<file path="src/rtl/password_lock_n.sv">
// password_lock_n: digit-sequence password lock with retry lockout
// Latency: every output is registered and reflects a confirm on the next rising edge.
// Backpressure: none; each confirm cycle is consumed or ignored, and a held confirm counts once per cycle.
//
// Optional feature macro: PASSWORD_PROGRAM_EN
//   If defined, the prog_req input and a PROGRAM state are added, so an
//   admitted user can replace the stored password. If undefined, the password
//   is fixed at PASSWORD.
//
// Ports:
//   clock       in   system clock; all state updates on the rising edge
//   rst         in   asynchronous, active-low reset
//   confirm     in   single-cycle digit-entry strobe (already debounced)
//   digit_in    in   [DW-1:0] digit sampled when confirm is high
//   prog_req    in   (PASSWORD_PROGRAM_EN only) confirm in ADMIT starts programming
//   admitted    out  high while in ADMIT (or PROGRAM)
//   locked      out  high while in LOCKOUT
//   progress    out  [3:0] digits accepted so far in the current sequence
//   entered     out  [DIGITS*DW-1:0] digits accepted so far, digit 0 in the low slot
//   fail_count  out  [7:0] consecutive failed sequences
module password_lock_n #(
  parameter int DIGITS       = 4,
  parameter int DW           = 4,
  parameter logic [DIGITS*DW-1:0] PASSWORD = 16'h4321,
  parameter int MAX_FAIL     = 3,
  parameter int ADMIT_CYCLES = 12,
  parameter int LOCK_CYCLES  = 1000
) (
  input  logic                 clock,
  input  logic                 rst,
  input  logic                 confirm,
  input  logic [DW-1:0]        digit_in,
`ifdef PASSWORD_PROGRAM_EN
  input  logic                 prog_req,
`endif
  output logic                 admitted,
  output logic                 locked,
  output logic [3:0]           progress,
  output logic [DIGITS*DW-1:0] entered,
  output logic [7:0]           fail_count
);

  localparam int SW = DIGITS * DW;

  // The dwell timer counts down from (cycles-1) to 0, so it only has to hold
  // the larger dwell minus one.
  localparam int DWELL_MAX = (ADMIT_CYCLES > LOCK_CYCLES) ? ADMIT_CYCLES : LOCK_CYCLES;
  localparam int CW        = (DWELL_MAX > 1) ? $clog2(DWELL_MAX) : 1;

  localparam logic [CW-1:0] ADMIT_LOAD = CW'(ADMIT_CYCLES - 1);
  localparam logic [CW-1:0] LOCK_LOAD  = CW'(LOCK_CYCLES - 1);
  localparam logic [3:0]    LAST_SLOT  = 4'(DIGITS - 1);
  localparam logic [7:0]    FAIL_LIMIT = 8'(MAX_FAIL);

`ifdef PASSWORD_PROGRAM_EN
  typedef enum logic [1:0] {
    S_ENTRY   = 2'd0,
    S_ADMIT   = 2'd1,
    S_LOCKOUT = 2'd2,
    S_PROGRAM = 2'd3
  } state_t;
`else
  typedef enum logic [1:0] {
    S_ENTRY   = 2'd0,
    S_ADMIT   = 2'd1,
    S_LOCKOUT = 2'd2
  } state_t;
`endif

  state_t        state_q, state_d;
  logic [CW-1:0] timer_q, timer_d;
  logic [3:0]    progress_q, progress_d;
  logic [SW-1:0] entered_q, entered_d;
  logic [7:0]    fail_q, fail_d;
  logic          admitted_q, admitted_d;
  logic          locked_q, locked_d;

  // Working values shared by the next-state logic.
  logic [SW-1:0] filled;      // entered with the current digit written into its slot
  logic          last_digit;  // this confirm completes the sequence
  logic [7:0]    fail_inc;    // saturating fail_count + 1
  logic [SW-1:0] stored_pwd;

`ifdef PASSWORD_PROGRAM_EN
  logic [SW-1:0] pwd_q, pwd_d;
  assign stored_pwd = pwd_q;
`else
  assign stored_pwd = PASSWORD;
`endif

  always_comb begin
    filled = entered_q;
    for (int k = 0; k < DIGITS; k++) begin
      if (progress_q == 4'(k)) begin
        filled[k*DW +: DW] = digit_in;
      end
    end
    last_digit = (progress_q == LAST_SLOT);
    fail_inc   = (fail_q == 8'hFF) ? fail_q : fail_q + 8'd1;
  end

  // Next-state and registered-output logic.
  always_comb begin
    state_d    = state_q;
    timer_d    = timer_q;
    progress_d = progress_q;
    entered_d  = entered_q;
    fail_d     = fail_q;
`ifdef PASSWORD_PROGRAM_EN
    pwd_d      = pwd_q;
`endif

    case (state_q)
      S_ENTRY: begin
        if (confirm) begin
          if (last_digit) begin
            // Sequence complete: judge it, then start the next one afresh.
            progress_d = 4'd0;
            entered_d  = '0;
            if (filled == stored_pwd) begin
              state_d = S_ADMIT;
              timer_d = ADMIT_LOAD;
              fail_d  = 8'd0;
            end else if (fail_inc >= FAIL_LIMIT) begin
              state_d = S_LOCKOUT;
              timer_d = LOCK_LOAD;
              fail_d  = FAIL_LIMIT;
            end else begin
              fail_d = fail_inc;
            end
          end else begin
            entered_d  = filled;
            progress_d = progress_q + 4'd1;
          end
        end
      end

      S_ADMIT: begin
`ifdef PASSWORD_PROGRAM_EN
        // The digit on the request cycle only opens programming; it is not stored.
        if (confirm && prog_req) begin
          state_d    = S_PROGRAM;
          progress_d = 4'd0;
          entered_d  = '0;
        end else
`endif
        if (timer_q == '0) begin
          state_d = S_ENTRY;
        end else begin
          timer_d = timer_q - CW'(1);
        end
      end

      S_LOCKOUT: begin
        // Confirms are dropped for the whole lockout.
        if (timer_q == '0) begin
          state_d = S_ENTRY;
          fail_d  = 8'd0;
        end else begin
          timer_d = timer_q - CW'(1);
        end
      end

`ifdef PASSWORD_PROGRAM_EN
      S_PROGRAM: begin
        // No timeout here: the user stays admitted until the new code is complete.
        if (confirm) begin
          if (last_digit) begin
            pwd_d      = filled;
            state_d    = S_ENTRY;
            progress_d = 4'd0;
            entered_d  = '0;
          end else begin
            entered_d  = filled;
            progress_d = progress_q + 4'd1;
          end
        end
      end
`endif

      default: begin
        state_d    = S_ENTRY;
        progress_d = 4'd0;
        entered_d  = '0;
      end
    endcase

`ifdef PASSWORD_PROGRAM_EN
    admitted_d = (state_d == S_ADMIT) || (state_d == S_PROGRAM);
`else
    admitted_d = (state_d == S_ADMIT);
`endif
    locked_d = (state_d == S_LOCKOUT);
  end

  always_ff @(posedge clock or negedge rst) begin
    if (!rst) begin
      state_q    <= S_ENTRY;
      timer_q    <= '0;
      progress_q <= 4'd0;
      entered_q  <= '0;
      fail_q     <= 8'd0;
      admitted_q <= 1'b0;
      locked_q   <= 1'b0;
    end else begin
      state_q    <= state_d;
      timer_q    <= timer_d;
      progress_q <= progress_d;
      entered_q  <= entered_d;
      fail_q     <= fail_d;
      admitted_q <= admitted_d;
      locked_q   <= locked_d;
    end
  end

`ifdef PASSWORD_PROGRAM_EN
  // A reset abandons any reprogramming and restores the reset password.
  always_ff @(posedge clock or negedge rst) begin
    if (!rst) begin
      pwd_q <= PASSWORD;
    end else begin
      pwd_q <= pwd_d;
    end
  end
`endif

  assign admitted   = admitted_q;
  assign locked     = locked_q;
  assign progress   = progress_q;
  assign entered    = entered_q;
  assign fail_count = fail_q;

endmodule

</file>
<file path="config.mk">
export PLATFORM = sky130hd
export DESIGN_NAME = password_lock_n
export DESIGN_NICKNAME = d
export VERILOG_FILES = /design/src/rtl/password_lock_n.sv
export SDC_FILE = /design/constraint.sdc
export NUM_CORES = 1
export LEC_CHECK = 0
export BUFFER_PORTS_ARGS = -buffer_cell sky130_fd_sc_hd__buf_2
export CORE_MARGIN = 5
export CORE_UTILIZATION = 43
export CTS_CLUSTER_DIAMETER = 200
export DETAILED_ROUTE_END_ITERATION = 7
export PLACE_DENSITY = 0.74
export SETUP_SLACK_MARGIN = 0.4
export SYNTH_ARGS = -nofsm -noshare
export SYNTH_HDL_FRONTEND = slang
export SYNTH_SLANG_ARGS = --single-unit
export TNS_END_PERCENT = 50
</file>
<file path="constraint.sdc">
create_clock -name clock -period 3.2 [get_ports clock]
set_clock_uncertainty 0.2 [all_clocks]
set_input_delay 0.32 -clock clock [delete_from_list [all_inputs] [get_ports clock]]
set_output_delay 0.32 -clock clock [all_outputs]
set_load 0.005 [all_outputs]
</file>
**Word level (Yosys, flattened, before mapping)**

Index checks and enable logic that the tools add are counted.

- Flip-flop bits (word level): 42
- Output and inout bits: 30
- Logic and storage cells: 64

- Add/sub/neg operators: 3
- Magnitude comparators: 1
- Eq/ne operators: 14
- Mux-type cells: 29
- Bitwise operators: 1
- Reductions and logical operators: 9

Operators by type and width:

| operator | number |
|---|---|
| 2-to-1 mux 10 bit | 5 |
| 2-to-1 mux 8 bit | 6 |
| 2-to-1 mux 16 bit | 2 |
| one-hot mux 16 bit (2 select lines) | 1 |
| 2-to-1 mux 4 bit | 6 |
| one-hot mux 10 bit (2 select lines) | 1 |
| == test 16 x 15 -> 1 bit (second input constant) | 1 |
| one-hot mux 8 bit (2 select lines) | 1 |
| logical NOT 10 bit | 1 |
| 2-to-1 mux 2 bit | 5 |
| subtractor 10 x 1 -> 10 bit (second input constant) | 1 |
| adder 8 x 1 -> 8 bit (second input constant) | 1 |
| == test 4 x 2 -> 1 bit (second input constant) | 2 |
| == test 8 bit (second input constant) | 1 |
| >= comparator 8 x 2 -> 1 bit (second input constant) | 1 |
| inequality test 2 bit (second input constant) | 4 |
| one-hot mux 4 bit (2 select lines) | 1 |
| AND reduction 5 bit | 1 |
| adder 4 x 1 -> 4 bit (second input constant) | 1 |
| == test 2 x 1 -> 1 bit (second input constant) | 2 |
| == test 2 bit (second input constant) | 2 |
| == test 4 x 1 -> 1 bit (second input constant) | 1 |
| logical NOT 4 bit | 1 |
| one-hot mux 2 bit (2 select lines) | 1 |
| other kinds (7) | 8 |

**Depth between registers and ports, before layout**

Gate-level depths: netlist of run 1.

- Depth in word-level cells: 9
- Depth in mapped cells: 9

**Worst setup path after synthesis of run 1**

OpenSTA, ideal clock, no wires.

- Kind: flip-flop to flip-flop
- Start point: register progress_q[1], in the netlist progress[1]
- End point: register timer_q[0]
- Setup time: 0.125 ns
- Arrival: 2.158 ns
- Setup slack: 0.718 ns
- Cell stages (with the launch flop): 9
- Path buffers: 0
- Cell sequence: dfrtp_1 -> inv_1 -> ha_1 -> nor3b_1 -> or3b_1 -> a21oi_2 -> nand4_2 -> a22oi_1 -> mux2_2

- Word-level cells in the longest chain between the ends: 7
- Elaborated cells on any way between the ends: 16
- Classes of those cells: eq/ne (6); mux (8); reduce/logical (2)

RTL lines:

| what | RTL line | source |
|---|---|---|
| start: declaration | 72 | `logic [3:0] progress_q, progress_d;` |
| start signal: assignment | 208 | `progress_q <= progress_d;` |
| == test 4 x 1 -> 1 bit, or another cell as far along | 94 | `if (progress_q == 4'(k)) begin` |
| 2-to-1 mux 4 bit | 94 |  |
| == test 16 x 15 -> 1 bit | 120 | `if (filled == stored_pwd) begin` |
| 2-to-1 mux 10 bit | 120 |  |
| 2-to-1 mux 10 bit | 116 | `if (last_digit) begin` |
| 2-to-1 mux 10 bit | 115 | `if (confirm) begin` |
| one-hot mux 10 bit (2 select lines) | 113 | `case (state_q)` |
| end signal: assignment | 207 | `timer_q <= timer_d;` |
| end: declaration | 71 | `logic [CW-1:0] timer_q, timer_d;` |

Parallel ways exist; a longest one is shown, timed or not. The select of a mux whose other input is x is not followed.
A chain may end at the register's enable or synchronous reset.

**Final worst setup path of run 1**

Ends and elaborated chain as after synthesis.

==> flow_summary.html, run 1 <==
<table>
<tr><th>Metric</th><th>Value</th></tr>
<tr><th colspan="2">Place</th></tr>
<tr><td>Post-place instance area</td><td>2590 sq um</td></tr>
<tr><td>Detailed placer's ending HPWL</td><td>between 3000 and 4000 um</td></tr>
<tr><td>Port-buffer cells</td><td>36</td></tr>
<tr><td>Placer congestion estimate</td><td>approximately 0.84</td></tr>
<tr><th colspan="2">Setup path</th></tr>
<tr><td>Worst R2R Path Depth</td><td>8</td></tr>
<tr><td>Kind of end point of the critical path</td><td>flip-flop</td></tr>
<tr><td>Register-to-register setup slack</td><td>approximately 510 ps</td></tr>
<tr><td>Crit. Startpoint</td><td>progress[1]</td></tr>
<tr><td>Critical path peak fanout</td><td>8</td></tr>
<tr><td>Arrival time of the worst setup path</td><td>~2700 ps</td></tr>
<tr><td>Worst Path Class, Setup</td><td>reg -&gt; reg</td></tr>
<tr><td>Beginning of the worst register-to-register path</td><td>progress[1]</td></tr>
<tr><td>Kind of start point of the critical path</td><td>flip-flop</td></tr>
<tr><td>Worst reg2reg path endpoint</td><td>timer_q[0]</td></tr>
<tr><td>Required time reported for the critical path endpoint</td><td>3180 ps</td></tr>
<tr><th colspan="2">Synth</th></tr>
<tr><td>Number of distinct library cells after synthesis</td><td>57</td></tr>
<tr><td>Number of warnings printed during yosys synthesis</td><td>0</td></tr>
<tr><td>Synthesized Nets</td><td>246</td></tr>
<tr><td>Post-synthesis average cell area</td><td>approximately 10 sq um</td></tr>
<tr><td>Most area-hungry cell type in the Yosys netlist</td><td>dfrtp_1</td></tr>
<tr><td>Number of enable-type register cells in the synthesized netlist</td><td>0</td></tr>
<tr><td>Fraction of the yosys area taken by sequential cells</td><td>between 40 and 50%</td></tr>
<tr><td>Cell types with the largest area share after synthesis</td><td>dfrtp_1, ha_1, a22o_1</td></tr>
<tr><td>Share of synthesized flip-flops with an asynchronous set or reset</td><td>between 90% and 100%</td></tr>
<tr><td>Area share of the largest cell type after synthesis</td><td>a little under half</td></tr>
<tr><td>Area of the mapped netlist</td><td>between 2000 and 2500 sq um</td></tr>
<tr><td>Post-Syn Instances</td><td>between 200 and 250</td></tr>
<tr><td>Flop and latch count out of synthesis</td><td>42</td></tr>
<tr><td>Most used DFF post-synth</td><td>dfrtp_1</td></tr>
<tr><th colspan="2">Timing</th></tr>
<tr><td>Final Hold Viols</td><td>0</td></tr>
<tr><td>Slew Viols, Final</td><td>0</td></tr>
<tr><td>Sum of negative setup slack</td><td>0 ps</td></tr>
<tr><td>Remaining max-slew budget at the tightest pin</td><td>40.0%</td></tr>
<tr><td>Unrepaired setup endpoints after global routing</td><td>true</td></tr>
<tr><td>Worst-case hold slack</td><td>between 150 and 200 ps</td></tr>
<tr><td>Share of the clock period used by the worst path</td><td>84.0%</td></tr>
<tr><td>Timing-limited maximum frequency</td><td>372 MHz</td></tr>
<tr><td>Actual transition at the worst max-transition pin</td><td>approximately 900 ps</td></tr>
<tr><td>Setup violators final</td><td>0</td></tr>
<tr><td>Clock period minus worst slack</td><td>2690 ps</td></tr>
<tr><th colspan="2">Clock tree</th></tr>
<tr><td>Number of clock buffers inserted by TritonCTS</td><td>5</td></tr>
<tr><td>Clock tree root buffer cell</td><td>clkbuf_8</td></tr>
<tr><td>TritonCTS clock tree</td><td>done</td></tr>
<tr><td>Worst-case clock buffer depth</td><td>2</td></tr>
<tr><td>Post-CTS setup-driven buffer insertion count</td><td>0</td></tr>
<tr><td>Level count of the clock H-tree</td><td>2</td></tr>
<tr><td>Clock sink total</td><td>42</td></tr>
<tr><td>Later-pin clock latency in the skew report</td><td>~290 ps</td></tr>
<tr><td>Worst-path clk slew</td><td>80 ps</td></tr>
<tr><th colspan="2">Hold path</th></tr>
<tr><td>Worst hold path depth</td><td>2</td></tr>
<tr><td>Min-Delay Endpoint</td><td>entered[10]</td></tr>
<tr><td>Tightest Hold Check Type</td><td>in -&gt; reg</td></tr>
<tr><td>Beginning of the worst hold path</td><td>digit_in[2]</td></tr>
<tr><th colspan="2">GRT</th></tr>
<tr><td>Antenna violations before repair</td><td>0</td></tr>
<tr><td>Global-route wire length before repair</td><td>~9000 um</td></tr>
<tr><td>Total gr overflow</td><td>0</td></tr>
<tr><td>Maximum number of pins on one net before global-route repair</td><td>43</td></tr>
<tr><td>Number of global-route vias before repair</td><td>1,983</td></tr>
<tr><td>Total global routing track utilization</td><td>15.5%</td></tr>
<tr><th colspan="2">Drt</th></tr>
<tr><td>Via density per instance</td><td>roughly 5.6</td></tr>
<tr><td>Via count</td><td>~1,900</td></tr>
<tr><td>Iter 0 DRT Violations</td><td>between 100 and 150</td></tr>
<tr><td>Routed WL per cell</td><td>roughly 15 um</td></tr>
<tr><td>Overall routed net length</td><td>between 5000 and 6000 um</td></tr>
<tr><td>1st-pass router iterations</td><td>4</td></tr>
<tr><td>Count of unresolved DRC violations after routing</td><td>0</td></tr>
<tr><td>ANT nets after route</td><td>0</td></tr>
<tr><th colspan="2">Pwr</th></tr>
<tr><td>Internal Dissipation</td><td>~1.3 mW</td></tr>
<tr><td>Net switching share of the total power</td><td>40.6%</td></tr>
<tr><td>Part of the total power dissipated in sequential elements</td><td>40.4%</td></tr>
<tr><td>Maximum vdd drop</td><td>between 400 and 500 uV</td></tr>
<tr><td>Net Switching</td><td>888 uW</td></tr>
<tr><td>Cell area power density</td><td>between 800 and 900 nW/um^2</td></tr>
<tr><td>Leakage power</td><td>around 1.3 nW</td></tr>
<tr><td>Fraction of power consumed by combinational cells</td><td>around 44%</td></tr>
<tr><td>Proportion of power drawn by the clock network</td><td>15.4%</td></tr>
<tr><th colspan="2">Floorplan</th></tr>
<tr><td>X dimension of the die</td><td>roughly 84 um</td></tr>
<tr><td>DIE AREA</td><td>between 6000 and 7000 sq um</td></tr>
<tr><td>Initial cell density of the core</td><td>a little under half</td></tr>
<tr><td>Core Region</td><td>about 5200 sq um</td></tr>
<tr><td>IO Pins</td><td>37</td></tr>
<tr><td>Height of the die</td><td>83.6 um</td></tr>
<tr><td>Row count</td><td>26</td></tr>
<tr><th colspan="2">Final layout</th></tr>
<tr><td>Final instance area</td><td>roughly 2700 sq um</td></tr>
<tr><td>Nets@finish</td><td>286</td></tr>
<tr><td>Share of cells above drive strength 1</td><td>25.1%</td></tr>
<tr><td>Layout Area Growth over Synthesis</td><td>16.0%</td></tr>
<tr><td>Final antenna diode count</td><td>0</td></tr>
<tr><th colspan="2">Run</th></tr>
<tr><td>Number of maximum-capacitance violations</td><td>0</td></tr>
<tr><th colspan="2">Run status</th></tr>
<tr><td>Outcome</td><td>complete, no violations</td></tr>
</table>
-- power groups by stage --
stage | clock (mW) | combinational [mW] | sequential, mW
after floorplan | 0 | 0.699 | 0.835
after global routing | 0.370 | 1.09 | 0.918
after CTS | 0.346 | 0.964 | 0.879
after global placement | 0 | 0.941 | 0.884
final | 0.336 | 0.966 | 0.882
after detailed placement | 0 | 0.952 | 0.886
-- registers in the layout, summed over array words and instances (netlist names) --
| register | cells |
|---|---|
| progress | 4 |
| admitted | 1 |
| entered | 16 |
| fail_count | 8 |
| timer_q | 10 |
| locked | 1 |
| state_q | 2 |
-- worst max-delay path: stages, from the launching register on --
cell     delay (ps)
dfrtp_1         420
inv_1           100
ha_1            210
nor3b_2         180
or3b_1          380
a21oi_2         230
nand4_2         270
a22oi_2         240
mux2_2          350
-- worst max-delay path by stage --
| stage | to | slack (ps) | depth (start not counted) |
|---|---|---|---|
| final | timer_q[0] | 510 | 8 |
| after floorplan | timer_q[0] | 720 | 8 |
| after global placement | timer_q[1] | 580 | 8 |
| after global routing | timer_q[0] | 390 | 8 |
| after CTS | timer_q[0] | 440 | 8 |
| after detailed placement | timer_q[0] | 490 | 8 |
-- stage by stage --
stage | util [%] | power [mW] | cells | setup slack, ps
6_report | 52.3 | 2.18 | 341 | 511
3_3_place_gp | 50.1 | 1.83 | 332 | 576
3_5_place_dp | 50.1 | 1.84 | 332 | 485
4_1_cts | 52.0 | 2.19 | 341 | 441
2_1_floorplan | - | 1.53 | 230 | 718
5_1_grt | 52.3 | 2.38 | 341 | 387
-- layer usage --
| metal | vias up | GRT usage [%] | part of all wire (%) |
|---|---|---|---|
| li1 | 934 | - | - |
| met1 | 940 | 20.0 | 46 |
| met2 | 47 | 25.5 | 48 |
| met3 | 5 | 3.46 | 4.6 |
| met4 | 0 | 5.41 | 1.2 |
| met5 | - | 0 | 0 |
-- cell usage after synthesis (2+ instances only) --
cell type,count
nor4b_1,3
clkbuf_1,5
dfrtp_1,42
a2111o_1,2
nor3b_2,4
nor3_1,5
xor2_1,2
o211a_1,2
nand3_1,5
or3_1,6
a21oi_1,5
o211ai_1,5
a31oi_1,4
mux2_2,2
nor2_1,21
a22o_1,12
inv_1,10
ha_1,9
nand4_1,3
nor3b_1,3
buf_2,2
nand2_1,14
nor2b_1,11
a22oi_1,3
o21ai_0,11
o21a_1,2
nand2b_1,4
or2_2,2
and3_1,3
-- area by class of cell --
class | instances | area, sq um
tap | 70 | 87.6
fill | 502 | 2470
multi-input combinational | 171 | 1230
inverter | 10 | 37.5
sequential | 42 | 1050
clock buffer | 6 | 72.6
timing repair buffer | 40 | 213
clock inverter | 2 | 13.8
-- placed cells by master, fill, tap and decap left out, drive strengths merged, types with 3 or more instances in the layout --
| cell type | n |
|---|---|
| dfrtp | 42 |
| buf | 39 |
| nor2 | 21 |
| nand2 | 14 |
| a22o | 12 |
| o21ai | 11 |
| nor2b | 11 |
| inv | 10 |
| ha | 9 |
| nor3b | 7 |
| or3 | 6 |
| a21oi | 6 |
| clkbuf | 6 |
| nor3 | 5 |
| nand3 | 5 |
| o211ai | 5 |
| nand2b | 4 |
| a31oi | 4 |
| nand4 | 4 |
| and3 | 4 |
| nor4b | 3 |
| a22oi | 3 |
| or3b | 3 |
-- cells by family (layout without fill, tap and decap cells) --
logic type	after synthesis	in the layout	synth area share [%]
AO/OA/AOI/OAI	59	59	19.5
XOR/XNOR	2	2	0.752
adder cells (fa/ha/maj)	9	9	4.83
buffers and inverters	17	58	2.85
flip-flops	42	42	45.1
multiplexers	3	3	1.40
AND/OR/NAND/NOR	98	98	25.6
-- timing repair --
action,CTS,global route
endpoints found under the hold margin,42,0
resized for setup,0,4
hold buffers,1,0
endpoints found under the setup margin,0,5
(Power assumes the default switching activity.)
==> run 2, diff against run 1 <==
==> constraint.sdc (replaced) <==
create_clock -name clock -period 2.5 [get_ports clock]
set_clock_uncertainty 0.2 [all_clocks]
set_input_delay 0.25 -clock clock [delete_from_list [all_inputs] [get_ports clock]]
set_output_delay 0.25 -clock clock [all_outputs]
set_load 0.005 [all_outputs]
==> flow_summary.html, run 2 (synthesis gave the netlist of run 1 again) <==
<table>
<tr><th>Metric</th><th>Value</th></tr>
<tr><th colspan="2">Clock tree</th></tr>
<tr><td>TritonCTS clock tree</td><td>done</td></tr>
<tr><td>Worst-path clk slew</td><td>around 80 ps</td></tr>
<tr><td>Later-pin clock latency in the skew report</td><td>around 300 ps</td></tr>
<tr><td>Level count of the clock H-tree</td><td>2</td></tr>
<tr><td>Clock sink total</td><td>42</td></tr>
<tr><td>Number of clock buffers inserted by TritonCTS</td><td>5</td></tr>
<tr><td>Clock tree root buffer cell</td><td>clkbuf_8</td></tr>
<tr><td>Worst-case clock buffer depth</td><td>2</td></tr>
<tr><th colspan="2">Setup path</th></tr>
<tr><td>Highest-delay cell along the critical path</td><td>or4_4</td></tr>
<tr><td>Crit. Startpoint</td><td>timer_q[1]</td></tr>
<tr><td>Critical Path, Cell by Cell</td><td>inv_1, ha_2, or3b_4, or4_4, and2_4, o21a_1, a41oi_2, nor3b_2</td></tr>
<tr><td>Worst reg2reg path endpoint</td><td>admitted</td></tr>
<tr><td>Required time reported for the critical path endpoint</td><td>2510 ps</td></tr>
<tr><td>Beginning of the worst register-to-register path</td><td>timer_q[1]</td></tr>
<tr><td>Crit path max-delay family</td><td>simple AND/OR/NAND/NOR gates</td></tr>
<tr><td>Register-to-register setup slack</td><td>-40 ps</td></tr>
<tr><td>Worst R2R Path Depth</td><td>8</td></tr>
<tr><td>Worst path depth</td><td>8</td></tr>
<tr><td>Kind of start point of the critical path</td><td>flip-flop</td></tr>
<tr><td>Arrival time of the worst setup path</td><td>around 2600 ps</td></tr>
<tr><td>Slowest Stage Delay on Critical Path</td><td>500 ps</td></tr>
<tr><td>End of the critical path</td><td>admitted</td></tr>
<tr><td>Count of buffering cells on the critical path with inverters included</td><td>1</td></tr>
<tr><td>Kind of end point of the critical path</td><td>flip-flop</td></tr>
<tr><td>Critical path peak fanout</td><td>4</td></tr>
<tr><td>Worst Path Class, Setup</td><td>reg -&gt; reg</td></tr>
<tr><th colspan="2">Pwr</th></tr>
<tr><td>Cell area power density</td><td>between 1000 and 1500 nW/um^2</td></tr>
<tr><td>Leakage power</td><td>between 1 and 1.5 nW</td></tr>
<tr><td>Maximum vdd drop</td><td>approximately 580 uV</td></tr>
<tr><th colspan="2">Drt</th></tr>
<tr><td>ANT nets after route</td><td>0</td></tr>
<tr><td>Routed WL per cell</td><td>between 15 and 20 um</td></tr>
<tr><td>Via density per instance</td><td>around 5.5</td></tr>
<tr><td>Iter 0 DRT Violations</td><td>between 100 and 150</td></tr>
<tr><td>Count of unresolved DRC violations after routing</td><td>0</td></tr>
<tr><td>Overall routed net length</td><td>5670 um</td></tr>
<tr><td>Via count</td><td>2,015</td></tr>
<tr><td>1st-pass router iterations</td><td>4</td></tr>
<tr><th colspan="2">Final layout</th></tr>
<tr><td>Nets@finish</td><td>approximately 310</td></tr>
<tr><td>Most frequent cells in the layout</td><td>dfrtp_1, buf_2, buf_4</td></tr>
<tr><td>Share of cells above drive strength 1</td><td>38.7%</td></tr>
<tr><td>Commonest non-fill, non-tap cell in the layout</td><td>dfrtp_1</td></tr>
<tr><td>Final antenna diode count</td><td>0</td></tr>
<tr><td>Largest register FFs</td><td>16</td></tr>
<tr><td>Layout Area Growth over Synthesis</td><td>32.2%</td></tr>
<tr><td>Final instance area</td><td>approximately 3100 sq um</td></tr>
<tr><th colspan="2">Timing</th></tr>
<tr><td>Share of the clock period used by the worst path</td><td>102%</td></tr>
<tr><td>Timing-limited maximum frequency</td><td>393 MHz</td></tr>
<tr><td>Setup violators final</td><td>1</td></tr>
<tr><td>Final Hold Viols</td><td>0</td></tr>
<tr><td>Actual transition at the worst max-transition pin</td><td>924 ps</td></tr>
<tr><td>Clock period minus worst slack</td><td>roughly 2500 ps</td></tr>
<tr><td>Slew Viols, Final</td><td>0</td></tr>
<tr><td>Min setup slack post-route</td><td>-41.5 ps</td></tr>
<tr><td>Remaining max-slew budget at the tightest pin</td><td>between 30% and 40%</td></tr>
<tr><td>Unrepaired setup endpoints after global routing</td><td>true</td></tr>
<tr><th colspan="2">Floorplan</th></tr>
<tr><td>Initial cell density of the core</td><td>45.1%</td></tr>
<tr><td>DIE AREA</td><td>about 7000 sq um</td></tr>
<tr><td>IO Pins</td><td>37</td></tr>
<tr><td>Row count</td><td>26</td></tr>
<tr><td>Height of the die</td><td>83.6 um</td></tr>
<tr><td>Core Region</td><td>5170 sq um</td></tr>
<tr><td>X dimension of the die</td><td>roughly 84 um</td></tr>
<tr><th colspan="2">Place</th></tr>
<tr><td>Placer congestion estimate</td><td>between 0.8 and 0.9</td></tr>
<tr><td>Port-buffer cells</td><td>36</td></tr>
<tr><td>Worst slack, placed</td><td>-56.7 ps</td></tr>
<tr><td>Detailed placer's ending HPWL</td><td>just under 4000 um</td></tr>
<tr><td>Post-place instance area</td><td>2760 sq um</td></tr>
<tr><th colspan="2">GRT</th></tr>
<tr><td>Maximum number of pins on one net before global-route repair</td><td>43</td></tr>
<tr><td>Number of global-route vias before repair</td><td>roughly 2,100</td></tr>
<tr><td>Antenna violations before repair</td><td>0</td></tr>
<tr><td>Total global routing track utilization</td><td>between 15 and 20%</td></tr>
<tr><td>Total gr overflow</td><td>0</td></tr>
<tr><td>Global-route wire length before repair</td><td>9670 um</td></tr>
<tr><th colspan="2">Run status</th></tr>
<tr><td>Outcome</td><td>finished, violations left</td></tr>
<tr><td>Violated checks</td><td>negative setup slack</td></tr>
<tr><th colspan="2">Run</th></tr>
<tr><td>Number of maximum-capacitance violations</td><td>0</td></tr>
<tr><th colspan="2">Hold path</th></tr>
<tr><td>Tightest Hold Check Type</td><td>in -&gt; reg</td></tr>
</table>
run 2: power breakdown:
group | switching (mW) | internal (mW) | leakage [nW]
Clock | 0.222 | 0.213 | 0.0431
Combinational | 0.803 | 0.820 | 0.896
Sequential | 0.258 | 0.893 | 0.543
run 2: what timing repair did:
| item | in CTS | in global routing |
|---|---|---|
| hold buffers | 1 | 0 |
| endpoints found under the hold margin | 42 | 0 |
| endpoints found under the setup margin | 34 | 40 |
| pin swaps | 8 | 3 |
| gates resized for setup | 30 | 1 |
| setup buffers | 11 | 2 |
run 2: worst min path at each step:
stage	from	endpoint	slack (ps)	cells after the start
finish	digit_in[3]	entered[3]	80	2
CTS	digit_in[3]	entered[3]	80	2
floorplan	rst	admitted	-250	0
global route	digit_in[3]	entered[3]	80	2
global placement	rst	fail_count[3]	230	1
detailed placement	rst	fail_count[5]	230	1
run 2: area by class of cell:
cell class	instances	area [sq um]
Multi-Input combinational cell	171	1390
Tap cell	70	87.6
Inverter	10	37.5
Timing Repair Buffer	68	434
Fill cell	445	2090
Clock buffer	6	82.6
Sequential cell	42	1050
run 2: metal layers:
metal  routed length [um]  track usage [%]  up-vias
li1                     -                -      986
met5                    0                0        -
met2                 2730             28.3       58
met3                  258             3.95       10
met4                   72             5.41        0
met1                 2610             20.8      961
run 2: metrics by stage:
step | TNS (ps) | instances | power, mW | util [%] | hold WS [ps]
after global placement | 0 | 347 | 2.50 | 53.4 | 232
final | -41.5 | 367 | 3.21 | 59.6 | 83.7
after floorplan | 0 | 230 | 2.03 | - | -246
after CTS | -49.0 | 365 | 3.19 | 59.2 | 76.0
after detailed placement | -221 | 347 | 2.53 | 53.4 | 232
after global routing | -442 | 367 | 3.44 | 59.6 | 84.2
run 2: worst register-to-register path: stages (launching register included):
cell and delay, ps:
dfrtp_1 380, inv_1 60, ha_2 170, or3b_4 380, or4_4 500, and2_4 180
o21a_1 170, a41oi_2 220, nor3b_2 200
